[config.mk]
export PLATFORM = sky130hd
export DESIGN_NAME = id_pipe_buf
export DESIGN_NICKNAME = d
export VERILOG_FILES = /design/src/rtl/id_pipe_buf.sv
export SDC_FILE = /design/constraint.sdc
export NUM_CORES = 1
export LEC_CHECK = 0
export CAP_MARGIN = 15
export CORE_UTILIZATION = 48
export DETAILED_ROUTE_END_ITERATION = 8
export GPL_TIMING_DRIVEN = 0
export PLACE_DENSITY = 0.77
export SKIP_LAST_GASP = 1
export SYNTH_ARGS = -nofsm -noshare
export SYNTH_HDL_FRONTEND = slang
export SYNTH_SLANG_ARGS = --single-unit
[constraint.sdc]
create_clock -name clk -period 10.1 [get_ports clk]
set_input_delay 2.02 -clock clk [delete_from_list [all_inputs] [get_ports clk]]
set_output_delay 2.02 -clock clk [all_outputs]
set_load 0.02 [all_outputs]
[src/rtl/id_pipe_buf.sv]
// Decode-to-execute buffer: DEPTH-entry circular FIFO of decoded bundles with
// valid/ready handshakes, synchronous flush and an exception fence.
module id_pipe_buf #(
  parameter int PC_W   = 30,
  parameter int DATA_W = 96,
  parameter int DEPTH  = 2,
  parameter int CNT_W  = $clog2(DEPTH) + 1
) (
  input  logic              clk,
  input  logic              reset,
  input  logic              flush,
  input  logic              in_valid,
  output logic              in_ready,
  input  logic [PC_W-1:0]   in_pc,
  input  logic [DATA_W-1:0] in_data,
  input  logic [2:0]        in_exp_code,
  output logic              out_valid,
  input  logic              out_ready,
  output logic [PC_W-1:0]   out_pc,
  output logic [DATA_W-1:0] out_data,
  output logic [2:0]        out_exp_code,
  output logic [CNT_W-1:0]  count,
  output logic              fence
);

  localparam int PTR_W = $clog2(DEPTH);
  localparam int ENT_W = PC_W + DATA_W + 3;
  localparam logic [CNT_W-1:0] FULL_CNT = CNT_W'(DEPTH);

  logic [ENT_W-1:0] mem_r [DEPTH];
  logic [PTR_W-1:0] wr_ptr_r;
  logic [PTR_W-1:0] rd_ptr_r;
  logic [CNT_W-1:0] count_r;
  logic             fence_r;

  logic             push_s;
  logic             pop_s;
  logic [ENT_W-1:0] head_s;
  logic [2:0]       head_exp_s;

  assign out_valid  = (count_r != {CNT_W{1'b0}});
  assign in_ready   = (count_r != FULL_CNT) & ~fence_r;
  assign push_s     = in_valid & in_ready & ~flush;
  assign pop_s      = out_valid & out_ready & ~flush;
  assign head_s     = mem_r[rd_ptr_r];
  assign head_exp_s = head_s[2:0];
  assign count      = count_r;
  assign fence      = fence_r;

  // Head presentation; an empty buffer drives an all-zero NOP bubble.
  always_comb begin
    out_pc       = {PC_W{1'b0}};
    out_data     = {DATA_W{1'b0}};
    out_exp_code = 3'd0;
    if (out_valid) begin
      out_pc       = head_s[ENT_W-1 -: PC_W];
      out_data     = head_s[DATA_W+2 -: DATA_W];
      out_exp_code = head_exp_s;
    end else begin
      out_pc       = {PC_W{1'b0}};
      out_data     = {DATA_W{1'b0}};
      out_exp_code = 3'd0;
    end
  end

  // Entry storage, deliberately left unreset.
  always_ff @(posedge clk) begin
    if (push_s) begin
      mem_r[wr_ptr_r] <= {in_pc, in_data, in_exp_code};
    end
  end

  // Pointers, occupancy and fence; flush discards any same-cycle push or pop.
  always_ff @(posedge clk or negedge reset) begin
    if (!reset) begin
      wr_ptr_r <= {PTR_W{1'b0}};
      rd_ptr_r <= {PTR_W{1'b0}};
      count_r  <= {CNT_W{1'b0}};
      fence_r  <= 1'b0;
    end else if (flush) begin
      wr_ptr_r <= {PTR_W{1'b0}};
      rd_ptr_r <= {PTR_W{1'b0}};
      count_r  <= {CNT_W{1'b0}};
      fence_r  <= 1'b0;
    end else begin
      if (push_s) begin
        wr_ptr_r <= wr_ptr_r + PTR_W'(1);
      end
      if (pop_s) begin
        rd_ptr_r <= rd_ptr_r + PTR_W'(1);
      end
      case ({push_s, pop_s})
        2'b10:   count_r <= count_r + CNT_W'(1);
        2'b01:   count_r <= count_r - CNT_W'(1);
        default: count_r <= count_r;
      endcase
      // The excepting bundle is always the youngest, so a set never races its own clear.
      if (push_s && (in_exp_code != 3'd0)) begin
        fence_r <= 1'b1;
      end else if (pop_s && (head_exp_s != 3'd0)) begin
        fence_r <= 1'b0;
      end else begin
        fence_r <= fence_r;
      end
    end
  end

endmodule

# After elaboration in Yosys (flattened, before gate mapping)
# Memory sizes are Yosys's and may differ from the RTL's.
# Index checks and enable logic that the tools add are counted.
# Widths: inputs -> output; s select.
[word_totals]
romBits = 0
latchBits = 0
mem_count = 1
reg_bits = 5
out_inout_bits = 134
elab_cells = 42
input_bits = 134
ramBits = 258
[mem_list]
columns = ["memory", "words", "word_bits", "read_ports", "rd_ports_with_merged_regs", "wr", "line", "source"]
rows = [
  ["mem_r", 2, 129, 1, 0, 1, "30", "logic [ENT_W-1:0] mem_r [DEPTH];"],
]
[classes]
mul = 0
n_reduce_logical = 9
shifts = 0
n_mux = 14
eq_ne = 3
n_addsub = 4
div_mod_pow = 0
bitwise_logic = 7
n_lt_le_gt_ge = 0
[op_table]
columns = ["operator", "count"]
rows = [
  ["$mux 96", 1],
  ["$mux 30", 1],
  ["$reduce_bool 3->1", 4],
  ["$mux 1", 9],
  ["$reduce_bool 2->1", 3],
  ["$and 1x1->1", 5],
  ["$pmux 2 s2", 1],
  ["$mux 3", 1],
  ["$add 1x1->1 const B", 2],
  ["$add 2x1->2 const B", 1],
  ["$eq 2x1->1 const B", 1],
  ["$eq 2x2->1 const B", 1],
  ["$logic_and 1x1->1", 2],
  ["$mux 2", 1],
  ["$ne 2x2->1 const B", 1],
  ["$not 1->1", 2],
  ["$sub 2x1->2 const B", 1],
]

# Logic depth before layout (Yosys ltp)
[depth]
depth_word = 7
depth_mapped = 5
mapped_depth_nobuf = 3

# Worst setup path after synthesis
# OpenSTA, ideal clock, no wires.
[synth_path]
path_type = "in2reg"
from = "input flush"
to = "memory mem_r[0][0] in the netlist's numbering (enable)"
path_slack_ns = 1.546
setup_time_ns = 0.619
path_stages = 2
arrival_time_ns = 7.935
path_buffers = 0
t_required_ns = 9.481
path_cell_list = "or4b_4 -> nor2_1"
[synth_via]
elab_chain_len = 4
[synth_rtl]
columns = ["item", "line", "source"]
rows = [
  ["start, declared", "11", "input logic flush,"],
  ["$not 1->1", "43", "assign push_s = in_valid & in_ready & ~flush;"],
  ["$and 1x1->1", "43", ""],
  ["$mux 1", "68", "if (push_s) begin"],
  ["$mux 1 (not written as such)", "69", "mem_r[wr_ptr_r] <= {in_pc, in_data, in_exp_code};"],
  ["end, declared", "30", ""],
]
# No other way between the ends.

# Worst setup path after layout
[layout_path]
from = "register count_r[0], in the netlist count[0]"
to = "output out_data[16]"
[layout_via]
elab_chain_len = 2
[layout_rtl]
columns = ["item", "line", "source"]
rows = [
  ["start, declared", "33", "logic [CNT_W-1:0] count_r;"],
  ["start signal, assigned", "78", "count_r <= {CNT_W{1'b0}};"],
  ["start signal, assigned", "83", "count_r <= {CNT_W{1'b0}};"],
  ["start signal, assigned", "93", "2'b10: count_r <= count_r + CNT_W'(1);"],
  ["$reduce_bool 2->1", "41", "assign out_valid = (count_r != {CNT_W{1'b0}});"],
  ["$mux 96", "55", "if (out_valid) begin"],
  ["end, declared", "20", "output logic [DATA_W-1:0] out_data,"],
]
# No other way between the ends.

==> flow_summary.yaml <==
outcome:
  outcome: "finished clean"
cts:
  cts_root_buffer: "sky130_fd_sc_hd__clkbuf_16"
  clock_path_buffers: 3
  clk_pin_slew_worst_paths_ns: 0.06
  cts_tree: "yes"
  post-cts-setup-buffer-count: 0
  clk-insertion-delay-late_ns: 0.52
  post_cts.resized_instances: 0
  post_cts_hold_buffer_count: 0
  clock_sink_count: 263
  ctsHtreeMaxLevel: 1
  numCtsBuffers: 26
sta:
  max_freq_mhz: 203
  layout_worst_path_cycle_share_pct: 48.8
  setup-violations-final: 0
  slew_headroom_pct: 53.0
  clock_skew_ns: 0.00707
  report.final.slew_viol_count: 0
  finalCriticalPeriod_ns: 4.93
  worst-slew-pin-transition_ns: 0.704
  unrepaired_setup_endpoints_after_global_routing: "no"
  hold_viol: 0
logic_synthesis:
  synth_sequential_area_ratio_pct: 78.7
  synth-seq-cells: 263
  synth-compound-area-share_pct: 0.613
  synth_cell_type_count: 26
  synth_adder_area_share_pct: 0
  synthesis.instances: 581
  post_synth_mux_area_share_pct: 13.0
  synth_xor_xnor_area_share_pct: 0.0875
  synthesis.area_per_instance_um2: 17.2
  postSynthNetCount: 715
  syn_area_um2: 10000
  simple_gate_share_of_the_synthesized_area_pct: 5.86
  ys.warnings.count: 0
  synth_top_family_by_area: "multiplexers"
floorplanning:
  core_region_area_um2: 20400
  floorplan.initialDensity_pct: 49.1
  die_area_um2: 21400
  floorplan.io_pins: 268
  number_of_placement_rows: 52
  width_of_the_chip_um: 146
  chipHeight_um: 146
power_and_ir_drop:
  totalPowerFinal_w: 0.00257
  irDropWorstVdd_v: 0.000163
  cellLeakagePower_nw: 4.62
  powerDensity_nw_per_um2: 183
route:
  route.detailed.wl_per_inst_um: 18.2
  route.vias.total: 5803
  drt_first_pass_iters: 4
  drcViolationCount: 0
  route.detailed.vias_per_inst: 4.95
  starting_drt_drc_count: 252
  totalWireLength_um: 21400
  antenna_violating_nets_post_route: 0
worst_setup_path:
  crit-reg2reg-capture: "mem_r[1][73]"
  critPathTopFamily: "buffers and inverters"
  critical_path.reg2reg.startpoint: "count[1]"
  cp_common_cell: "sky130_fd_sc_hd__nor2_1"
  timing.critical_path.slowest_stage_cell: "sky130_fd_sc_hd__clkbuf_1"
  worst_ep_arrival_time_ns: 2.91
  path_cells: "nor2_1 > clkbuf_1 > buf_2 > nor2_1 > clkdlybuf4s50_1"
  critPathMaxFanout: 10
  criticalPathCategory: "register to output port"
  r2r.worst_path.cells: 5
  crit_end: "out_data[16]"
  critPathLaunchType: "register"
  critPathRequiredTime_ns: 8.08
  crit_path_start: "count[0]"
  ff2ff_setup_slack_ns: 7.48
  slowest_delay_ns: 0.58
  critical_path.n_buffers_inverters: 3
  critPathCaptureType: "output port"
  cp.depth: 5
global_routing:
  maximum_number_of_pins_on_one_net_before_global_route_repair: 32
  number_of_antenna_violations_at_the_first_check_in_global_routing: 0
  grt_overflow_total: 0
  first_global_vias: 5984
  grt_pass1_wl_um: 32700
  groute.usage.overall_pct: 19.8
hold_path:
  min-delay-path-class: "register to register"
final_layout:
  post-route-util_pct: 68.9
  finalNetCount: 1019
  finalNonFillerCells: 1172
  area_growth_syn_to_layout_pct: 40.2
  insertedDiodeCount: 0
  drive_gt1_share_pct: 8.09
placed_design:
  dp_hpwl_um: 14800
  gp_congestion: 0.747
  total_of_buffers_placed_on_input_and_output_ports: 267
  placed_cells: 1127
flow_run:
  maxCapViolations: 0
==> power by group <==
| group | switching (W) | internal, W | leakage (nW) | total (W) |
|---|---|---|---|---|
| registers | 0.0000116 | 0.00125 | 2.42 | 0.00126 |
| clock network | 0.000381 | 0.000523 | 0.383 | 0.000904 |
| logic | 0.000213 | 0.000196 | 1.82 | 0.000409 |
| total | 0.000606 | 0.00197 | 4.62 | 0.00257 |
==> final cells by class <==
class                           instances  area, um2
Clock buffer                           32        673
Inverter                                3       11.3
Tap cell                              270        338
Buffer                                 29        165
Multi-Input combinational cell        286       1970
Clock inverter                         13        129
Timing Repair Buffer                  276       2870
Sequential cell                       263       7870
Fill cell                            1428       6330
==> layer usage <==
metal	vias to the layer above	GRT usage [%]	routed length, um
met4	0	7.45	761
met3	52	4.28	1200
met1	2789	23.8	8480
met5	-	0	0
li1	2774	-	-
met2	188	34.9	10900
==> through the flow <==
stage	TNS [ns]	hold slack [ns]	area, um2	setup slack [ns]
after floorplan	0	0.535	10000	1.55
after global placement	-544.73	0.558	13000	-2.18
after detailed placement	0	0.664	13200	5.51
after CTS	0	0.670	14000	5.00
after global routing	0	0.725	14000	4.95
final	0	0.666	14000	5.17
==> kinds of logic after synthesis <==
group	Yosys count
DFF	263
and+or+nand+nor	145
muxes	130
buffers and inverters	32
AOI/OAI and AO/OA	10
xor gates and xnor gates	1
==> worst min-delay path by stage <==
stage,startpoint,end,depth (start not counted)
after floorplan,wr_ptr_r,wr_ptr_r,2
after global routing,count[1],count[1],2
after detailed placement,count[1],count[1],2
after global placement,wr_ptr_r,wr_ptr_r,2
after CTS,count[1],count[1],2
final,count[0],count[0],2
==> sequential cells by signal, indices dropped and copies added, names as in the netlist <==
signal	flops
fence	1
count	2
wr_ptr_r	1
mem_r	258
rd_ptr_r	1
==> synthesized netlist by cell type <==
cell / number / area (um2)
sky130_fd_sc_hd__edfxtp_1: 258 / 7750
sky130_fd_sc_hd__nor2_1: 134 / 503
sky130_fd_sc_hd__mux2i_1: 130 / 1300
sky130_fd_sc_hd__buf_2: 15 / 75.1
sky130_fd_sc_hd__buf_4: 10 / 75.1
sky130_fd_sc_hd__dfrtp_1: 5 / 125
sky130_fd_sc_hd__clkbuf_1: 4 / 15.0
sky130_fd_sc_hd__a21oi_1: 3 / 15.0
sky130_fd_sc_hd__inv_1: 3 / 11.3
sky130_fd_sc_hd__nor2b_1: 2 / 12.5
sky130_fd_sc_hd__o21ai_0: 2 / 10.0
sky130_fd_sc_hd__a21o_1: 1 / 7.51
sky130_fd_sc_hd__and4bb_2: 1 / 12.5
sky130_fd_sc_hd__nand2_1: 1 / 3.75
sky130_fd_sc_hd__nand2b_1: 1 / 6.26
sky130_fd_sc_hd__nor3_1: 1 / 5.00
sky130_fd_sc_hd__nor4_1: 1 / 6.26
sky130_fd_sc_hd__nor4b_1: 1 / 8.76
sky130_fd_sc_hd__o211ai_1: 1 / 7.51
sky130_fd_sc_hd__o21ai_1: 1 / 5.00
sky130_fd_sc_hd__o21bai_1: 1 / 7.51
sky130_fd_sc_hd__o311ai_0: 1 / 8.76
sky130_fd_sc_hd__or3_1: 1 / 6.26
sky130_fd_sc_hd__or3b_2: 1 / 8.76
sky130_fd_sc_hd__or4b_4: 1 / 13.8
sky130_fd_sc_hd__xor2_1: 1 / 8.76
==> worst min-delay path, cell delays in order (launching register included) <==
cell,delay (ns)
sky130_fd_sc_hd__dfrtp_1,0.46
sky130_fd_sc_hd__a21o_1,0.11
sky130_fd_sc_hd__a21oi_1,0.05
==> placed cells by master, fill, tap and decap left out, drive strengths merged <==
master	synthesis	routed
xor2	1	1
nor4	1	1
clkinv	0	9
o21ai	3	3
o311ai	1	1
or4b	1	1
bufinv	0	2
nor4b	1	1
nor2b	2	2
buf	25	34
edfxtp	258	258
o21bai	1	1
or3b	1	1
nand2	1	1
clkbuf	4	36
clkinvlp	0	2
a21oi	3	3
mux2i	130	130
nor2	134	134
and4bb	1	1
inv	3	3
clkdlybuf4s50	0	267
o211ai	1	1
a21o	1	1
nand2b	1	1
nor3	1	1
dfrtp	5	5
or3	1	1
No activity file was read; power rests on OpenSTA's default activity.
